File: src/rtl/fetch_queue_unit.sv
// Instruction-fetch front end: one I-cache lookup per cycle into a registered decoupling queue.
// Words that hit are visible to decode one cycle later; a full queue stops lookups.
module fetch_queue_unit #(
   parameter int                    WORD_WIDTH   = 16,
   parameter int                    ADDR_WIDTH   = 16,
   parameter int                    QUEUE_DEPTH  = 4,
   parameter logic [ADDR_WIDTH-1:0] PC_INCREMENT = 1,
   parameter logic [WORD_WIDTH-1:0] NOP_CODE     = '0,
   parameter int                    CNT_WIDTH    = 16
) (
   input  logic                           clk,
   input  logic                           reset,
   input  logic [ADDR_WIDTH-1:0]          initial_inst_addr,
   input  logic                           redirect,
   input  logic [ADDR_WIDTH-1:0]          redirect_pc,
   input  logic                           dec_ready,
   output logic                           inst_valid,
   output logic [WORD_WIDTH-1:0]          inst_code,
   output logic [ADDR_WIDTH-1:0]          inst_pc,
   output logic                           cache_req,
   output logic [ADDR_WIDTH-1:0]          cache_addr,
   input  logic                           cache_hit,
   input  logic [WORD_WIDTH-1:0]          cache_data,
   output logic [$clog2(QUEUE_DEPTH):0]   queue_count,
   output logic [CNT_WIDTH-1:0]           miss_cycles
);

   localparam int PTR_W = $clog2(QUEUE_DEPTH);
   localparam int CNT_W = PTR_W + 1;
   localparam logic [CNT_W-1:0] DEPTH_C = CNT_W'(QUEUE_DEPTH);

   typedef enum logic [1:0] {
      ST_BOOT = 2'd0,
      ST_RUN  = 2'd1,
      ST_MISS = 2'd2
   } state_t;

   typedef struct packed {
      logic [ADDR_WIDTH-1:0] pc;
      logic [WORD_WIDTH-1:0] code;
   } entry_t;

   state_t                 state_q, state_d;
   logic [ADDR_WIDTH-1:0]  fpc_q, fpc_d;
   logic [PTR_W-1:0]       head_q, head_d;
   logic [PTR_W-1:0]       tail_q, tail_d;
   logic [CNT_W-1:0]       count_q, count_d;
   logic [CNT_WIDTH-1:0]   miss_cycles_q, miss_cycles_d;
   entry_t                 mem_q [QUEUE_DEPTH];
   entry_t                 mem_d [QUEUE_DEPTH];

   logic   not_full;
   logic   flush;
   logic   enq;
   logic   deq;
   entry_t head_entry;

   assign not_full   = (count_q < DEPTH_C);
   assign head_entry = mem_q[head_q];

   // Head outputs depend only on registered queue state, never on the cache inputs.
   assign inst_valid  = (count_q != '0);
   assign inst_code   = inst_valid ? head_entry.code : NOP_CODE;
   assign inst_pc     = inst_valid ? head_entry.pc : '0;
   assign cache_addr  = fpc_q;
   assign queue_count = count_q;
   assign miss_cycles = miss_cycles_q;

   always_comb begin
      state_d   = state_q;
      fpc_d     = fpc_q;
      cache_req = 1'b0;
      flush     = 1'b0;
      enq       = 1'b0;

      unique case (state_q)
         ST_BOOT: begin
            fpc_d   = initial_inst_addr;
            state_d = ST_RUN;
         end
         ST_RUN: begin
            cache_req = not_full && !redirect;
            if (redirect) begin
               flush = 1'b1;
            end else if (cache_req) begin
               if (cache_hit) begin
                  enq = 1'b1;
               end else begin
                  state_d = ST_MISS;
               end
            end
         end
         ST_MISS: begin
            // Lookup stays asserted while waiting; occupancy cannot rise in this state.
            cache_req = !redirect;
            if (redirect) begin
               flush = 1'b1;
            end else if (cache_hit && not_full) begin
               enq     = 1'b1;
               state_d = ST_RUN;
            end
         end
         default: begin
            state_d = ST_BOOT;
         end
      endcase

      if (flush) begin
         fpc_d   = redirect_pc;
         state_d = ST_RUN;
      end else if (enq) begin
         fpc_d = fpc_q + PC_INCREMENT;
      end
   end

   assign deq = inst_valid && dec_ready && !redirect;

   always_comb begin
      head_d  = head_q;
      tail_d  = tail_q;
      count_d = count_q;
      mem_d   = mem_q;

      if (flush) begin
         head_d  = '0;
         tail_d  = '0;
         count_d = '0;
      end else begin
         if (enq) begin
            mem_d[tail_q] = '{pc: fpc_q, code: cache_data};
            tail_d        = tail_q + PTR_W'(1);
         end
         if (deq) begin
            head_d = head_q + PTR_W'(1);
         end
         unique case ({enq, deq})
            2'b10:   count_d = count_q + CNT_W'(1);
            2'b01:   count_d = count_q - CNT_W'(1);
            default: count_d = count_q;
         endcase
      end
   end

   always_comb begin
      miss_cycles_d = miss_cycles_q;
      if (state_q == ST_MISS && miss_cycles_q != '1) begin
         miss_cycles_d = miss_cycles_q + CNT_WIDTH'(1);
      end
   end

   always_ff @(posedge clk) begin
      if (reset) begin
         state_q       <= ST_BOOT;
         fpc_q         <= '0;
         head_q        <= '0;
         tail_q        <= '0;
         count_q       <= '0;
         miss_cycles_q <= '0;
      end else begin
         state_q       <= state_d;
         fpc_q         <= fpc_d;
         head_q        <= head_d;
         tail_q        <= tail_d;
         count_q       <= count_d;
         miss_cycles_q <= miss_cycles_d;
      end
   end

   // Entry storage needs no reset: contents are only observed when count is non-zero.
   always_ff @(posedge clk) begin
      mem_q <= mem_d;
   end

endmodule
File: config.mk
export PLATFORM = sky130hd
export DESIGN_NAME = fetch_queue_unit
export DESIGN_NICKNAME = d
export VERILOG_FILES = /design/src/rtl/fetch_queue_unit.sv
export SDC_FILE = /design/constraint.sdc
export NUM_CORES = 1
export LEC_CHECK = 0
export CAP_MARGIN = 15
export CORE_AREA = 2 2 178 110
export CTS_BUF_LIST = sky130_fd_sc_hd__clkbuf_8
export DETAILED_ROUTE_END_ITERATION = 12
export DIE_AREA = 0 0 180 112
export PLACE_DENSITY = 0.69
export SETUP_SLACK_MARGIN = 0.1
export SLEW_MARGIN = 20
export SYNTH_ARGS = -nofsm -noshare
export SYNTH_HDL_FRONTEND = slang
export SYNTH_SLANG_ARGS = --single-unit
File: constraint.sdc
create_clock -name clk -period 2.6 [get_ports clk]
set_clock_uncertainty 0.05 [all_clocks]
set_input_delay 0.39 -clock clk [delete_from_list [all_inputs] [get_ports clk]]
set_output_delay 0.39 -clock clk [all_outputs]
set_load 0.1 [all_outputs]
# ---- Word-level counts from Yosys, hierarchy flattened
# Index checks and enable logic that the tools add are counted.
dict set report totals {
  register_bits 169
  in_bits 53
}
dict set report classes {
  n_addsub 6
  magnitude_cmp 4
  eq_ne 15
  muxes 28
  n_bitwise 3
  n_reduce_logical 16
}
# cell n
set ops {}
lappend ops {{$bwmux W128} 1}
lappend ops {{$mux W32} 3}
lappend ops {{$mux W16} 5}
lappend ops {{$bmux W32 S2} 1}
lappend ops {{$demux W32 S2} 1}
lappend ops {{$add A16 B1 Y16 const B} 2}
lappend ops {{$ne A16 B16 Y1 const B} 1}
lappend ops {{$ne A3 B3 Y1 const B} 5}
lappend ops {{$mux W2} 5}
lappend ops {{$ne A2 B2 Y1 const B} 5}
lappend ops {{$reduce_and A5 Y1} 2}
lappend ops {{$mux W1} 8}
lappend ops {{$ge A3 B3 Y1 const B} 2}
lappend ops {{$logic_and A1 B1 Y1} 6}
lappend ops {{$not A2 Y3} 2}
lappend ops {{$pmux W2 S3} 1}
lappend ops {{$pmux W3 S2} 1}
lappend ops {{$reduce_bool A3 Y1} 2}
lappend ops {{$add A2 B1 Y2 const B} 2}
lappend ops {{$eq A2 B1 Y1 const B} 2}
lappend ops {{$eq A2 B2 Y1 const B} 2}
lappend ops {{$pmux W1 S2} 2}
lappend ops {{$reduce_or A2 Y1} 2}
lappend ops {{$add A3 B1 Y3 const B} 1}
lappend ops {{8 further kinds} 8}

# ---- Depth between registers and ports, before layout
# Gate-level depths: netlist of run 1.
dict set report depth {
  ltp_word 7
  mapped_depth 13
  ltp_nobuf 11
}

# ---- Least setup slack after synthesis of run 1
# No wires, ideal clock.
dict set report synth_path {
  path_type {register -> output}
  startpoint {register state_q[1]}
  endpoint {output cache_req}
  arrival_time_ns 3.103
  setup_slack_ns -0.943
  path_stages_with_launch 6
  path_cell_list {dfxtp_1 -> inv_1 -> ha_1 -> clkbuf_1 -> inv_1 -> nor3_1}
}
dict set report synth_between {
  elab_chain_len 2
  elab_cells_between_ends 3
  cone_classes {2 x eq/ne; 1 x mux}
}
# element line_no
set synth_lines {}
lappend synth_lines {{start, declared} 43} ;# state_t state_q, state_d;
lappend synth_lines {{start signal, assigned} 160} ;# state_q <= state_d;
lappend synth_lines {{$eq A2 B2 Y1 or $eq A2 B1 Y1 (tied branches)} 76} ;# unique case (state_q)
lappend synth_lines {{$pmux W1 S2 (*)} 76}
lappend synth_lines {{end, declared} 20} ;# output logic cache_req,
# Mark *: on every way between the ends. The rest lies on a longest branch, timed or not.

# ---- Final worst setup path of run 1
dict set report layout_path {
  startpoint {register head_q[0]}
  endpoint {output inst_pc[0]}
}
dict set report layout_between {
  elab_chain_len 5
}
# element line_no
set layout_lines {}
lappend layout_lines {{start, declared} 45} ;# logic [PTR_W-1:0] head_q, head_d;
lappend layout_lines {{start signal, assigned} 155} ;# head_q <= '0;
lappend layout_lines {{start signal, assigned} 162} ;# head_q <= head_d;
lappend layout_lines {{$not A2 Y3 (not written as such)} 59} ;# assign head_entry = mem_q[head_q];
lappend layout_lines {{$bmux W32 S2} 59}
lappend layout_lines {{$mux W32 (not written as such) (2 in a row)} 59}
lappend layout_lines {{$mux W16} 64} ;# assign inst_pc = inst_valid ? head_entry.pc : '0;
lappend layout_lines {{end, declared} 19} ;# output logic [ADDR_WIDTH-1:0] inst_pc,
# No other way between the ends. The select of a mux whose other input is x is not followed.

==> results.sh, run 1 <==
export IMPL_antenna_found_initial=1
export IMPL_area_growth_pct=36.11
export IMPL_ys_seq_area_share_pct=63.56
export IMPL_cts_hold_buf=0
export IMPL_gr_usage_all_layers_pct=17.71
export IMPL_grt_pass1_wl_mm=27.92
export IMPL_synth_flop_cell="edfxtp_1"
export IMPL_pwr_density_cell_mw_per_mm2=608.2
export IMPL_maxCapViolCount=0
export IMPL_critPathRequiredTime_ns=2.16
export IMPL_ios=122
export IMPL_path_class="flip-flop to output pin"
export IMPL_worstPathArrival_ns=1.95
export IMPL_htree_levels=4
export IMPL_synth_edf_count=128
export IMPL_hp_class="flip-flop to flip-flop"
export IMPL_drc_errors=0
export IMPL_drive_above_1_share_pct=30.85
export IMPL_clk_pin_slew_ns=0.08
export IMPL_final_common_cell="edfxtp_1"
export IMPL_first_pass_iters=7
export IMPL_fin_crit_ns=2.386
export IMPL_startpoint_type="flip-flop"
export IMPL_setup_violations_final=0
export IMPL_nNetsFinal=737
export IMPL_die_area_sq_mm=0.02016
export IMPL_ys_warn_count=0
export IMPL_grt_overflow_total=0
export IMPL_die_w_um=180
export IMPL_vias=5041
export IMPL_cts_root_buf="clkbuf_8"
export IMPL_ys_ff_latch=169
export IMPL_rsz0062_at_grt="false"
export IMPL_wire_per_inst_um=18.69
export IMPL_maxSlewViolCount=0
export IMPL_endpoint_kind="output pin"
export IMPL_numCtsBuffers=17
export IMPL_wl_mm=17.42
export IMPL_core_sq_mm=0.01859
export IMPL_dpl_cell_area_sq_mm=0.009634
export IMPL_status="complete, no violations"
export IMPL_synth_distinct_cells=53
export IMPL_cts_setup_buffers=0
export IMPL_leakage_uw=0.003411
export IMPL_final_cell_mix="edfxtp_1 (128), clkdlybuf4s50_1 (52), buf_4 (52)"
export IMPL_max_freq_ghz=0.4192
export IMPL_regArea_sq_mm=0.004679
export IMPL_dieHeight_um=112
export IMPL_syn_area_sq_mm=0.007338
export IMPL_tightestPinTransition_ns=0.6693
export IMPL_multiInputGateArea_sq_mm=0.002769
export IMPL_gp_congestion=0.8288
export IMPL_fillers=1475
export IMPL_dp_hpwl_mm=12.26
export IMPL_cp_slowest_cell="mux4_2"
export IMPL_clock_sinks=169
export IMPL_fp_row_count=39
export IMPL_slew_headroom_pct=54.97
export IMPL_synthCells=527
export IMPL_fin_util_pct=53.73
export IMPL_grt_start_max_net_pins=34
export IMPL_drtIter0Drc=510
export IMPL_max_stage_delay_ns=0.57
export IMPL_initial_utilization_pct=39.47
export IMPL_hold_violations=0
export IMPL_async_flop_share_pct=0
export IMPL_fin_cells=932
export IMPL_tritoncts="built"
export IMPL_dp_cells=899
export IMPL_ir_drop_mv=0.2414
export IMPL_portBuffers=121
export IMPL_fin_crit_sh_pct=91.75
export IMPL_detail_route_antenna_nets=0
export IMPL_grt_pass1_vias=5211
export IMPL_fin_area_sq_mm=0.009988
export IMPL_vias_per_cell=5.409
export IMPL_synth_nets=592
export IMPL_path_cells="buf_4 -> mux4_2 -> nor2b_4 -> buf_12"
export IMPL_clk_path_buf_depth=2
export IMPL_synth_avg_cell_area_sq_um=13.92
export IMPL_clkLatencyLatePin_ns=0.43
export IMPL_worst_path_max_fanout=13
-- repair_timing --
item,4_1_cts,5_1_grt
endpoints found under the hold margin,0,0
endpoints found under the setup margin,0,1
resized for setup,0,2
-- worst max-delay path: cells and delay by family, from the launching register on --
family	cells	cell delay [ns]
AND/OR/NAND/NOR	1	0.16
flip-flops	1	0.36
multiplexers	1	0.57
buffers and inverters	2	0.44
-- area by class of cell --
class | instances | area share [%]
clock buffer | 17 | 2.342
antenna | 2 | 0.05011
sequential | 169 | 46.85
tap | 246 | 3.082
inverter | 18 | 0.7391
clock inverter | 14 | 1.077
timing repair buffer | 149 | 18.14
multi-input combinational | 317 | 27.72
-- state kept, by name, summed over array words and instances, names as in the netlist --
| name | cells |
|---|---|
| mem_q | 128 |
| tail_q | 2 |
| miss_cycles | 16 |
| queue_count | 3 |
| head_q | 2 |
| state_q | 2 |
| cache_addr | 16 |
-- kinds of logic after synthesis --
kind of cell             share of synthesized area, %
flip-flops                                      63.56
XOR/XNOR                                        1.552
buffers and inverters                           2.199
adder cells (fa/ha/maj)                         2.148
AO/OA/AOI/OAI                                   7.878
multiplexers                                    10.37
AND/OR/NAND/NOR                                 12.29
-- synth_stat cells, drive strengths merged (2+ instances only) --
cell type  count  area share [%]
o22ai          2            0.17
dfxtp         41              11
mux4          32             9.8
inv           18            0.92
and3           4            0.34
xnor2          6            0.72
a32o           2            0.27
nor3b          2            0.20
nor2          39             2.0
nor2b         33             2.8
nand2b         8            0.68
or4            2            0.20
nand2         21             1.1
a22oi          4            0.41
nand4          8            0.68
a31oi          7            0.60
ha            11             1.9
and4           5            0.60
xor2           7            0.84
o21ai         21             1.4
or3            4            0.34
nor3           9            0.77
clkbuf        17            0.87
nand3         15             1.0
a222oi         3            0.41
edfxtp       128              52
mux2i          4            0.55
a211oi         8            0.82
a221oi         2            0.24
a21oi         22             1.5
o211ai         3            0.31
a21o           2            0.20
or2            3            0.26
buf            6            0.41
nor4           6            0.51
and2           6            0.51
a2111oi        2            0.24
-- report_power, final --
| part | total (uW) | internal [uW] | switching (uW) | leakage, uW |
|---|---|---|---|---|
| Combinational | 1300 | 423 | 881 | 0.00173 |
| Clock | 1650 | 740 | 908 | 0.000179 |
| Sequential | 3120 | 3010 | 112 | 0.00150 |
-- per-stage QoR --
step                setup TNS (ns)  setup WS [ns]  power [uW]  hold WS, ns
floorplan                        0        0.04319        4017       0.4192
detailed placement        -0.03165       -0.03165        4473       0.4451
finish                           0         0.2144        6074       0.4599
global route                     0         0.1066        6321       0.4916
global placement                 0        0.01979        4445       0.4365
CTS                              0         0.1317        6100       0.4633
-- per-layer routing --
metal | track usage [%] | part of all wire (%) | up-vias
met5 | 0 | 0 | -
met2 | 27.43 | 46 | 224
met1 | 24.56 | 45 | 2480
met3 | 5.267 | 8.3 | 13
li1 | - | - | 2324
met4 | 4.553 | 0.71 | 0
-- worst paths after layout --
kind | slack [ns] | depth (start not counted) | endpoint | startpoint
worst max-delay path | 0.21 | 4 | inst_pc[0] | head_q[0]
worst min-delay path | 0.46 | 2 | tail_q[1] | tail_q[1]
worst max register to register | 0.22 | 11 | queue_count[2] | state_q[0]
worst min register to register | 0.46 | 2 | tail_q[1] | tail_q[1]
Power figures use the tool's default switching activity.
==> inputs of run 2 (changes only) <==
--- a/config.mk
+++ b/config.mk
@@ -6,11 +6,11 @@
 export NUM_CORES = 1
 export LEC_CHECK = 0
 export CAP_MARGIN = 15
-export CORE_AREA = 2 2 178 110
+export CORE_AREA = 2 2 160 123
 export CTS_BUF_LIST = sky130_fd_sc_hd__clkbuf_8
 export DETAILED_ROUTE_END_ITERATION = 12
-export DIE_AREA = 0 0 180 112
-export PLACE_DENSITY = 0.69
+export DIE_AREA = 0 0 162 125
+export PLACE_DENSITY = 0.68
 export SETUP_SLACK_MARGIN = 0.1
 export SLEW_MARGIN = 20
 export SYNTH_ARGS = -nofsm -noshare
==> run 2 against run 1 <==
Critical path depth unchanged. Power increased by 0.41%. Critical path type unchanged. Critical endpoint is now inst_pc[15]. Die area rose by 0.45%. Register-to-register slack improved by 0.05 ns. Sequential power is essentially flat.
==> results.sh, run 2 (synthesis results as in run 1) <==
export IMPL_status="complete, no violations"
export IMPL_hold_violations=0
export IMPL_nNetsFinal=742
export IMPL_startpoint_type="flip-flop"
export IMPL_grt_overflow_total=0
export IMPL_busiest_layer="met2"
export IMPL_gr_usage_met1_pct=24.90
export IMPL_min_delay_path_depth=2
export IMPL_drc_errors=0
export IMPL_maxSlewViolCount=0
export IMPL_die_area_sq_mm=0.02025
export IMPL_clockPowerShare_pct=27.3
export IMPL_max_freq_ghz=0.4131
export IMPL_power_switching_uw=1925
export IMPL_grtUsageMet2_pct=27.58
export IMPL_combPwrFrac_pct=21.2
export IMPL_worst_path_max_fanout=8
export IMPL_clk_path_buf_depth=2
export IMPL_fin_area_sq_mm=0.01005
export IMPL_first_pass_iters=5
export IMPL_hp_class="flip-flop to flip-flop"
export IMPL_max_stage_delay_ns=0.50
export IMPL_dpl_cell_area_sq_mm=0.009641
export IMPL_layout_setup_ws_ns=0.1792
export IMPL_dieHeight_um=125
export IMPL_grt_pass1_vias=5130
export IMPL_detail_route_antenna_nets=0
export IMPL_seqPwrFrac_pct=51.5
export IMPL_fin_util_pct=53.39
export IMPL_p_sw_share_pct=31.56
export IMPL_path_cells="buf_12 -> mux4_2 -> nor2b_2 -> buf_12"
export IMPL_path_class="flip-flop to output pin"
export IMPL_final_common_cell="edfxtp_1"
export IMPL_drive_above_1_share_pct=31.79
export IMPL_regToRegSetupSlack_ns=0.27
export IMPL_dp_hpwl_mm=12.49
export IMPL_dpl_worst_slack_ns=-0.04466
export IMPL_cts_setup_buffers=0
export IMPL_largest_register_ff_count=128
export IMPL_pwr_density_cell_mw_per_mm2=606.8
export IMPL_gr_usage_all_layers_pct=18.26
export IMPL_cp_slowest_cell="mux4_2"
export IMPL_gp_congestion=0.9058
export IMPL_fin_crit_sh_pct=93.11
export IMPL_clk_pin_slew_ns=0.09
export IMPL_setup_violations_final=0
export IMPL_die_w_um=162
export IMPL_leakage_uw=0.003441
export IMPL_reg2reg_from="state_q[0]"
export IMPL_r2r_cells=11
export IMPL_htree_levels=4
export IMPL_antenna_found_initial=0
export IMPL_grt_start_max_net_pins=34
export IMPL_maxCapViolCount=0
export IMPL_numCtsBuffers=17
export IMPL_multiInputGateArea_sq_mm=0.002769
export IMPL_fp_row_count=44
export IMPL_critPathRequiredTime_ns=2.16
export IMPL_slew_headroom_pct=51.78
export IMPL_crit_start="head_q[0]"
export IMPL_fillers=1509
export IMPL_worstPathArrival_ns=1.98
export IMPL_p_int_uw=4174
export IMPL_use_met3_pct=6.669
export IMPL_grt_pass1_wl_mm=28.34
export IMPL_rsz0062_at_grt="true"
export IMPL_r2r_end="queue_count[2]"
export IMPL_cp_top_family="multiplexers"
export IMPL_whs_endpoint="tail_q[1]"
export IMPL_endpoint_kind="output pin"
export IMPL_cts_hold_buf=0
export IMPL_clkLatencyLatePin_ns=0.44
export IMPL_clock_sinks=169
export IMPL_cts_root_buf="clkbuf_8"
export IMPL_wire_per_inst_um=19.36
export IMPL_critical_path_buf_inv_count=2
export IMPL_core_sq_mm=0.01883
export IMPL_final_cell_mix="edfxtp_1 (128), buf_4 (57), clkdlybuf4s50_1 (52)"
export IMPL_largest_register="mem_q"
export IMPL_fin_crit_ns=2.421
export IMPL_worst_path_stages=4
export IMPL_vias=5067
export IMPL_worstHoldStart="tail_q[1]"
export IMPL_tritoncts="built"
export IMPL_ir_drop_mv=0.3181
export IMPL_drtIter0Drc=366
export IMPL_portBuffers=121
export IMPL_tightestPinTransition_ns=0.7167
export IMPL_crit_top_cell="buf_12"
export IMPL_wl_mm=18.24
export IMPL_regArea_sq_mm=0.004687
export IMPL_initial_utilization_pct=38.98
export IMPL_vias_per_cell=5.379
export IMPL_ios=122
export IMPL_antenna_cells=0
export IMPL_area_growth_pct=36.98
## run 2: cell types whose count changed in the layout (fill, tap and decap cells not counted)
| cell | change |
|---|---|
| clkbuf_16 | +1 |
| buf_4 | +5 |
| clkinv_1 | -2 |
| clkinvlp_4 | +2 |
| dfxtp_4 | +2 |
| diode_2 | -2 |
| clkinv_4 | -1 |
| inv_1 | +1 |
| buf_12 | -2 |
| buf_16 | +1 |
| dfxtp_1 | -2 |
## run 2: cell type report
type	instances	area share [%]
Clock buffer	17	2.328
Clock inverter	14	1.095
Inverter	18	0.7344
Multi-Input combinational cell	317	27.55
Sequential cell	169	46.63
Tap cell	253	3.149
Timing Repair Buffer	154	18.52
## run 2: power groups by stage
stage | sequential [uW] | clock (uW) | combinational, uW
after floorplan | 3510 | 0 | 503
after global placement | 3190 | 0 | 1270
after detailed placement | 3210 | 0 | 1280
after CTS | 3140 | 1710 | 1290
after global routing | 3160 | 1820 | 1360
final | 3140 | 1670 | 1290
## run 2: tightest hold or removal path: stages, from the launching register on
cell and delay, ns:
dfxtp_1 0.35, nand2_1 0.06, a21oi_1 0.06
## run 2: timing repair
action	in CTS	in global routing
cloned	1	1
gates resized for setup	2	5
endpoints found under the setup margin	10	14
## run 2: routing by layer
| layer | vias up | part of all wire [%] |
|---|---|---|
| met5 | - | 0 |
| met4 | 0 | 1.4 |
| met3 | 23 | 9.3 |
| met2 | 203 | 45 |
| met1 | 2514 | 44 |
| li1 | 2327 | - |
## run 2: worst max-delay path by stage
stage / endpoint / slack [ns]
2_1_floorplan: cache_req / 0.04
5_1_grt: inst_pc[3] / 0.09
6_report: inst_pc[15] / 0.18
3_3_place_gp: queue_count[2] / 0.04
3_5_place_dp: queue_count[2] / -0.04
4_1_cts: inst_pc[15] / 0.11
## run 2: metrics by stage
stage | hold slack (ns) | TNS [ns] | cells | total power [uW]
2_1_floorplan | 0.4192 | 0 | 527 | 4017
3_3_place_gp | 0.4419 | 0 | 909 | 4459
3_5_place_dp | 0.4546 | -0.04466 | 909 | 4486
4_1_cts | 0.4681 | 0 | 941 | 6140
5_1_grt | 0.5013 | 0 | 942 | 6338
6_report | 0.4669 | 0 | 942 | 6099
==> inputs of run 3 (changes only) <==
--- a/config.mk
+++ b/config.mk
@@ -6,11 +6,11 @@
 export NUM_CORES = 1
 export LEC_CHECK = 0
 export CAP_MARGIN = 15
-export CORE_AREA = 2 2 160 123
+export CORE_AREA = 8 8 166 129
 export CTS_BUF_LIST = sky130_fd_sc_hd__clkbuf_8
 export DETAILED_ROUTE_END_ITERATION = 12
-export DIE_AREA = 0 0 162 125
-export PLACE_DENSITY = 0.68
+export DIE_AREA = 0 0 174 137
+export PLACE_DENSITY = 0.66
 export SETUP_SLACK_MARGIN = 0.1
 export SLEW_MARGIN = 20
 export SYNTH_ARGS = -nofsm -noshare
==> constraint.sdc (replaced) <==
create_clock -name clk -period 2.9 [get_ports clk]
set_clock_uncertainty 0.05 [all_clocks]
set_input_delay 0.435 -clock clk [delete_from_list [all_inputs] [get_ports clk]]
set_output_delay 0.435 -clock clk [all_outputs]
set_load 0.1 [all_outputs]
==> run 3 against run 2 <==
Die area is 18% higher. Highest routed layer is now met5. Largest cell class unchanged. Critical path depth stayed put. Combinational power is 17% lower. Core utilization is 2.3 points lower. Sequential share of layout area is 1.9 points higher. Worst hold slack worse by 0.014 ns. Global-route usage is 3.2 points lower. Power is 9.8% lower. Cell count is 1.4% lower. Worst setup slack better by 0.16 ns.
==> results.sh, run 3 (synthesis results as in run 1) <==
export IMPL_ios=122
export IMPL_min_delay_path_depth=2
export IMPL_whs_endpoint="head_q[1]"
export IMPL_r2r_end="queue_count[2]"
export IMPL_antenna_cells=0
export IMPL_htree_levels=4
export IMPL_clkLatencyLatePin_ns=0.44
export IMPL_grt_overflow_total=0
export IMPL_fin_cells=929
export IMPL_dp_cells=897
export IMPL_cp_slowest_cell="mux4_2"
export IMPL_top_layer_used="met5"
export IMPL_wl_met3_mm=1.452
export IMPL_endpoint_kind="output pin"
export IMPL_fin_util_pct=51.10
export IMPL_fin_crit_ns=2.563
export IMPL_dp_hpwl_mm=12.65
export IMPL_vias=4866
export IMPL_vias_per_cell=5.238
export IMPL_dr_wl_met2_mm=8.423
export IMPL_hp_class="flip-flop to flip-flop"
export IMPL_grt_pass1_wl_mm=28.02
export IMPL_detail_route_antenna_nets=0
export IMPL_maxSlewViolCount=0
export IMPL_cp_top_family="multiplexers"
export IMPL_wl_mm=17.75
export IMPL_regToRegSetupSlack_ns=0.37
export IMPL_die_area_sq_mm=0.02384
export IMPL_largest_register="mem_q"
export IMPL_area_growth_pct=31.12
export IMPL_worst_path_max_fanout=19
export IMPL_gr_usage_all_layers_pct=15.10
export IMPL_numCtsBuffers=17
export IMPL_nNetsFinal=728
export IMPL_path_cells="buf_4 -> mux4_2 -> nor2b_1 -> buf_12"
export IMPL_cts_root_buf="clkbuf_8"
export IMPL_path_class="flip-flop to output pin"
export IMPL_first_pass_iters=5
export IMPL_drtIter0Drc=299
export IMPL_setup_violations_final=0
export IMPL_layout_setup_ws_ns=0.3366
export IMPL_hold_violations=0
export IMPL_slew_headroom_pct=48.17
export IMPL_fp_row_count=44
export IMPL_grt_start_max_net_pins=34
export IMPL_drive_above_1_share_pct=24.56
export IMPL_worstHoldStart="head_q[1]"
export IMPL_dpl_worst_slack_ns=0.06788
export IMPL_core_sq_mm=0.01883
export IMPL_wire_per_inst_um=19.11
export IMPL_final_cell_mix="edfxtp_1 (128), clkdlybuf4s50_1 (52), buf_4 (50)"
export IMPL_tritoncts="built"
export IMPL_r2r_cells=11
export IMPL_wl_met1_mm=7.637
export IMPL_leakage_uw=0.003221
export IMPL_max_freq_ghz=0.3901
export IMPL_ir_drop_mv=0.2763
export IMPL_reg2reg_from="state_q[0]"
export IMPL_seqPwrFrac_pct=51.4
export IMPL_fin_crit_sh_pct=88.39
export IMPL_clockPowerShare_pct=29.2
export IMPL_combPwrFrac_pct=19.4
export IMPL_worstPathArrival_ns=2.08
export IMPL_power_switching_uw=1701
export IMPL_startpoint_type="flip-flop"
export IMPL_max_stage_delay_ns=0.57
export IMPL_worst_path_stages=4
export IMPL_p_int_uw=3799
export IMPL_maxCapViolCount=0
export IMPL_power_uw=5500
export IMPL_rsz0062_at_grt="false"
export IMPL_status="complete, no violations"
export IMPL_antenna_found_initial=2
export IMPL_tightestPinTransition_ns=0.7775
export IMPL_clk_path_buf_depth=2
export IMPL_dieHeight_um=137
export IMPL_largest_register_ff_count=128
export IMPL_critical_path_buf_inv_count=2
export IMPL_portBuffers=121
export IMPL_cts_setup_buffers=0
export IMPL_gp_congestion=0.8754
export IMPL_die_w_um=174
export IMPL_pwr_density_cell_mw_per_mm2=571.6
export IMPL_p_sw_share_pct=30.93
export IMPL_grt_pass1_vias=5052
export IMPL_clock_sinks=169
export IMPL_initial_utilization_pct=38.98
export IMPL_final_common_cell="edfxtp_1"
export IMPL_drc_errors=0
export IMPL_critPathRequiredTime_ns=2.41
export IMPL_clk_pin_slew_ns=0.08
==> run 3: worst min-delay path, delay by kind of cell, from the launching register on <==
family                    cells  cell delay [ns]
xor gates and xnor gates      1             0.06
DFF                           1             0.34
and+or+nand+nor               1             0.07
==> run 3: layer usage <==
layer | track usage, % | vias to the layer above
met5 | 0 | -
met4 | 4.500 | 4
met3 | 6.314 | 18
met2 | 24.52 | 159
met1 | 18.21 | 2380
li1 | - | 2305
==> run 3: area by class of cell <==
| type | instances | area [sq um] |
|---|---|---|
| Clock buffer | 17 | 234.0 |
| Multi-Input combinational cell | 317 | 2527 |
| Clock inverter | 15 | 148.9 |
| Fill cell | 1592 | 9206 |
| Tap cell | 253 | 316.6 |
| Sequential cell | 169 | 4671 |
| Timing Repair Buffer | 140 | 1657 |
| Inverter | 18 | 67.56 |
==> run 3: how the worst max path moves through the flow <==
stage | startpoint | end | slack (ns)
after floorplan | head_q[0] | inst_pc[6] | -0.13
after global placement | redirect | queue_count[2] | 0.19
after detailed placement | redirect | queue_count[2] | 0.07
after CTS | head_q[0] | inst_pc[5] | 0.26
final | head_q[0] | inst_pc[5] | 0.34
after global routing | state_q[0] | queue_count[2] | 0.15
==> run 3: power groups by stage <==
stage          Sequential [uW]  Clock [uW]  Combinational [uW]
5_1_grt                   2850        1760                1130
3_5_place_dp              2890           0                1070
4_1_cts                   2830        1650                1070
2_1_floorplan             3150           0                 417
6_report                  2830        1600                1070
3_3_place_gp              2880           0                1060
==> run 3: timing repair <==
item / CTS / global route
resized for setup: 0 / 1
setup endpoints to repair: 0 / 1
hold buffers: 0 / 0
==> run 3: metrics by stage <==
step,TNS (ns),instance area [sq um],hold WS [ns]
2_1_floorplan,-3.531,7352,0.4192
3_3_place_gp,0,9239,0.4343
3_5_place_dp,0,9239,0.4364
4_1_cts,0,9622,0.4571
5_1_grt,0,9622,0.4897
6_report,0,9622,0.4534
